$ cat config.mk
export PLATFORM = sky130hd
export DESIGN_NAME = regfile_wb_scheduler
export DESIGN_NICKNAME = d
export VERILOG_FILES = /design/src/rtl/regfile_ctrl_pkg.sv /design/src/rtl/rr_arbiter.sv /design/src/rtl/regfile_wb_scheduler.sv
export SDC_FILE = /design/constraint.sdc
export NUM_CORES = 1
export LEC_CHECK = 0
export BUFFER_PORTS_ARGS = -buffer_cell sky130_fd_sc_hd__buf_4
export CAP_MARGIN = 20
export CORE_ASPECT_RATIO = 1.2
export CORE_MARGIN = 1.5
export CORE_UTILIZATION = 48
export CTS_CLUSTER_DIAMETER = 200
export DETAILED_ROUTE_END_ITERATION = 8
export GPL_TIMING_DRIVEN = 0
export PLACE_DENSITY = 0.91
export SLEW_MARGIN = 20
export SYNTH_ARGS = -nofsm -noshare
export SYNTH_HDL_FRONTEND = slang
export SYNTH_SLANG_ARGS = --single-unit
$ cat constraint.sdc
create_clock -name clk -period 4.2 [get_ports clk]
set_clock_uncertainty 0.05 [all_clocks]
set_input_delay 1.26 -clock clk [delete_from_list [all_inputs] [get_ports clk]]
set_output_delay 1.26 -clock clk [all_outputs]
set_load 0.01 [all_outputs]
$ cat src/rtl/regfile_ctrl_pkg.sv
// Shared constants and types for the integer register file control path.
package regfile_ctrl_pkg;

    localparam int NUM_REGS = 32;
    localparam int DATA_W   = 32;
    localparam int ADDR_W   = $clog2(NUM_REGS);
    localparam int NUM_REQ  = 3;

    typedef struct packed {
        logic [ADDR_W-1:0] addr;
        logic [DATA_W-1:0] data;
    } wb_req_t;

endpackage

$ cat src/rtl/rr_arbiter.sv
// Combinational round-robin arbiter: the first valid input at or after ptr
// (wrapping modulo N) gets a one-hot grant.
module rr_arbiter #(
    parameter int N    = 3,
    parameter int PtrW = (N > 1) ? $clog2(N) : 1
) (
    input  logic [N-1:0]    valid,
    input  logic [PtrW-1:0] ptr,
    output logic [N-1:0]    grant
);

    logic [PtrW:0] idx;
    logic          found;

    always_comb begin
        grant = '0;
        found = 1'b0;
        idx   = '0;
        for (int i = 0; i < N; i++) begin
            // ptr < N and i < N, so one conditional subtract wraps the sum.
            idx = {1'b0, ptr} + (PtrW+1)'(i);
            if (idx >= (PtrW+1)'(N)) idx = idx - (PtrW+1)'(N);
            if (!found && valid[idx[PtrW-1:0]]) begin
                grant[idx[PtrW-1:0]] = 1'b1;
                found                = 1'b1;
            end
        end
    end

endmodule

$ cat src/rtl/regfile_wb_scheduler.sv
// Shares the register file write port among NumReq writeback units and tracks
// pending destinations so decode can stall on read-after-write hazards.
module regfile_wb_scheduler
    import regfile_ctrl_pkg::*;
#(
    parameter int DataWidth  = DATA_W,
    parameter int RegAddress = ADDR_W,
    parameter int NumReq     = NUM_REQ
) (
    input  logic                                 clk,
    input  logic                                 rst,
    input  logic [NumReq-1:0]                    req_valid,
    input  logic [NumReq-1:0][RegAddress-1:0]    req_addr,
    input  logic [NumReq-1:0][DataWidth-1:0]     req_data,
    output logic [NumReq-1:0]                    req_ready,
    input  logic                                 issue_valid,
    input  logic [RegAddress-1:0]                issue_rd,
    input  logic [RegAddress-1:0]                src1,
    input  logic [RegAddress-1:0]                src2,
    output logic                                 hazard,
    output logic                                 wb_en,
    output logic [RegAddress-1:0]                wb_addr,
    output logic [DataWidth-1:0]                 wb_data
);

    localparam int PtrW    = (NumReq > 1) ? $clog2(NumReq) : 1;
    localparam int NumRegs = 1 << RegAddress;

    logic [PtrW-1:0]       ptr_q, ptr_d;
    logic                  wb_en_q, wb_en_d;
    logic [RegAddress-1:0] wb_addr_q, wb_addr_d;
    logic [DataWidth-1:0]  wb_data_q, wb_data_d;
    logic [NumRegs-1:0]    pend_q, pend_d;

    logic                  gnt_any;
    logic [PtrW-1:0]       gnt_idx;
    logic [RegAddress-1:0] sel_addr;
    logic [DataWidth-1:0]  sel_data;

    rr_arbiter #(.N(NumReq), .PtrW(PtrW)) u_arb (
        .valid (req_valid),
        .ptr   (ptr_q),
        .grant (req_ready)
    );

    always_comb begin
        gnt_any  = |req_ready;
        gnt_idx  = '0;
        sel_addr = '0;
        sel_data = '0;
        for (int i = 0; i < NumReq; i++) begin
            if (req_ready[i]) begin
                gnt_idx  = PtrW'(i);
                sel_addr = req_addr[i];
                sel_data = req_data[i];
            end
        end
    end

    always_comb begin
        ptr_d     = ptr_q;
        wb_en_d   = 1'b0;
        wb_addr_d = wb_addr_q;
        wb_data_d = wb_data_q;
        if (gnt_any) begin
            ptr_d     = (gnt_idx == PtrW'(NumReq-1)) ? '0 : gnt_idx + 1'b1;
            // x0 writes are consumed but never reach the register file.
            wb_en_d   = (sel_addr != '0);
            wb_addr_d = sel_addr;
            wb_data_d = sel_data;
        end
    end

    // Set applied after clear: a newly issued producer supersedes the retiring one.
    always_comb begin
        pend_d = pend_q;
        if (wb_en_q) pend_d[wb_addr_q] = 1'b0;
        if (issue_valid && (issue_rd != '0)) pend_d[issue_rd] = 1'b1;
    end

    always_ff @(posedge clk or negedge rst) begin
        if (!rst) begin
            ptr_q     <= '0;
            wb_en_q   <= 1'b0;
            wb_addr_q <= '0;
            wb_data_q <= '0;
            pend_q    <= '0;
        end else begin
            ptr_q     <= ptr_d;
            wb_en_q   <= wb_en_d;
            wb_addr_q <= wb_addr_d;
            wb_data_q <= wb_data_d;
            pend_q    <= pend_d;
        end
    end

    assign hazard  = ((src1 != '0) && pend_q[src1]) || ((src2 != '0) && pend_q[src2]);
    assign wb_en   = wb_en_q;
    assign wb_addr = wb_addr_q;
    assign wb_data = wb_data_q;

endmodule

==> key figures <==
Route
  – Via Count: 4209
  – Drt pass-1 iters: 5
  – Drt wl/cell: between 20 and 25 um
  – DRC Markers: 0
  – Vias per inst: roughly 6.3
  – Final wirelength: ~13000 um
  – DRT antenna net count: 0
  – Starting DRT DRC Count: roughly 210

STA
  – FMAX: between 200 and 250 MHz
  – Hold Vio Cnt, Final: 0
  – Minimum clock period: approximately 4000 ps
  – Final setup viols: 0
  – Rel. slew slack: about two fifths
  – Max Slew Vio Count: 0
  – Final worst slack: about 110 ps
  – Final worst path period share: roughly 97%
  – Worst-Margin Slew: around 920 ps
  – Unrepaired setup endpoints after global routing: no

Die
  – Die Width: 85.8 um
  – Die Ht: approximately 100 um
  – Ports: 174
  – Initial Util: between 40% and 50%
  – Core Box Area: between 8000 and 9000 um2
  – Row cnt: 36
  – Die area: approximately 8800 um2

Clock network
  – Worst-path clk slew: 70 ps
  – CTS tree: built
  – Clk Latency, worst-skew pair: 350 ps
  – H-Tree Depth: 3
  – TritonCTS buffer count: 9
  – CTS root buf: clkbuf_8
  – Clock Sinks: ~70
  – Clock tree buffer depth: 2

Setup path
  – Worst EP required: slightly below 3000 ps
  – Largest fanout on the critical path: 8
  – Crit Path Class: primary input to output port
  – R2r startpoint: ptr_q[0]$_DFFE_PN0P_
  – Worst R2R End: wb_data[9]$_DFFE_PN0P_
  – R2r worst-path depth: 11
  – Kind of start point of the critical path: primary input
  – R2R Setup Slk: between 1500 and 2000 ps
  – Critical Path Sink Type: output port
  – Data arrival time of the worst path: about 2800 ps

Min path
  – Worst min path class: register to register
  – Hold path startpoint: pend_q[3]$_DFF_PN0_
  – Hold endpoint: pend_q[3]$_DFF_PN0_
  – WHS Path Cells: 2

Logic synthesis
  – Cell Area, Synth: just under 4000 um2
  – Mean Syn Cell Area: 10.3 um2
  – FF+latch count, synth: around 70
  – Syn. warnings: 0
  – Number of flops mapped to enable cells by yosys: 0
  – Sequential fraction of the synthesis area: between 40% and 50%
  – Distinct cells, synth: 40
  – Most common flop cell mapped by yosys: dfrtp_1
  – Syn_nets: between 500 and 600
  – Mapped Cells: about 380
  – Fraction of registers with async set/reset: 100%

GRT
  – Vias in the first global route: 4152
  – Global-route wire length before repair: 20200 um
  – Total grt overflow: 0
  – Gr usage total: 30.2%
  – Largest net degree at the start of global routing: between 70 and 80
  – Initial antenna violation count: 0

Final layout
  – Ant diodes: 0
  – Storage cell area: around 1800 um2
  – Final core occ: approximately 70%
  – Layout overhead on the synthesized area: 40.4%
  – Layout fillers: 597
  – Footprint of the multi-input gates: ~2000 um2
  – Layout cells sized above 1: around two fifths
  – Final nets: 700
  – Leading cell types in the layout, fill and taps excluded: buf_4 (171), dfrtp_1 (71), o21ai_0 (69)
  – Leading cell type in the layout, fill and taps excluded: buf_4

Outcome
  – Status: finished, final reports clean

Power
  – Leak pwr: between 0.002 and 0.0025 uW
  – Max VDD drop: 0.000607 V
  – Total power: roughly 4800 uW
  – Pwr Density: ~860 nW/um2

Place
  – Hpwl dp: slightly above 10000 um
  – Post-placement setup slack: -209 ps
  – Port buffer count: ~170
  – Gpl congestion: 0.922

Flow run
  – Max_cap viols: 0
[per-layer routing]
layer | track usage, % | vias up | part of all wire [%]
met5 | 0 | - | 0
met2 | 53.1 | 284 | 51
li1 | - | 1854 | -
met1 | 31.9 | 2012 | 34
met3 | 10.6 | 59 | 9.4
met4 | 16.5 | 0 | 5.3
[cell families (layout without fill, tap and decap cells)]
| group | count (synthesis) | after routing | synth area share [%] |
|---|---|---|---|
| AOI/OAI and AO/OA | 190 | 190 | 28.1 |
| adders and majority gates | 4 | 4 | 1.27 |
| buffers and inverters | 36 | 221 | 5.39 |
| DFF | 71 | 71 | 45.0 |
| muxes | 26 | 26 | 11.8 |
| and+or+nand+nor | 57 | 57 | 8.47 |
[final cells by class]
class,count,area share [%]
plain buffers,24,3.39
clock buffers,12,2.80
clock inverters,4,0.542
inverters,12,0.813
multi-input cells,277,35.3
flip-flops and latches,71,32.1
well taps,95,2.15
repair buffers,169,22.9
[critical path, cell delays in order]
cell	delay [ps]
clkbuf_4	200
mux2_2	350
nand2_1	60
o21ai_0	100
mux4_2	480
o21ai_1	130
nand2_1	60
buf_4	140
[report_power, final]
part	leakage, uW	internal (uW)	switching, uW
combinational	0.00152	1340	1560
clock	0.0000926	248	269
sequential	0.000810	1060	275
total	0.00243	2650	2100
[registers in the layout, summed over array words and instances (netlist names)]
name     count
wb_addr      5
wb_en        1
wb_data     32
pend_q      31
ptr_q        2
[how the worst max path moves through the flow]
stage / from / to / slack (ps) / depth (start not counted)
2_1_floorplan: src1[1] / hazard / 200 / 7
3_3_place_gp: src1[1] / hazard / -110 / 8
3_5_place_dp: src2[1] / hazard / -210 / 8
4_1_cts: src2[1] / hazard / 6 / 8
5_1_grt: src1[1] / hazard / 7 / 8
6_report: src2[1] / hazard / 110 / 8
[repair_timing]
item	4_1_cts	5_1_grt
setup endpoints to repair	1	1
buffers inserted	0	0
gates resized for setup	4	8
hold buffers	0	0
[per-stage QoR]
step	std cells	hold WS, ps	TNS [ps]	area (um2)
floorplan	384	431	0	3950
detailed placement	648	480	-209	5330
CTS	664	496	0	5530
finish	664	494	0	5540
global placement	648	449	-111	5330
global route	664	517	0	5540
[Yosys cell counts (all sizes together), types with 6 or more instances]
cell type / number / area share [%]
a21oi: 38 / 4.8
buf: 18 / 3.7
clkbuf: 6 / 0.57
dfrtp: 71 / 45
inv: 12 / 1.1
mux2i: 6 / 1.5
mux4: 16 / 9.1
nand2: 15 / 1.4
nand3: 16 / 2.3
nand3b: 10 / 1.9
o21ai: 74 / 9.5
o22ai: 64 / 11
o2bb2ai: 6 / 1.5
Note: power is estimated with default switching activity, not from simulation.
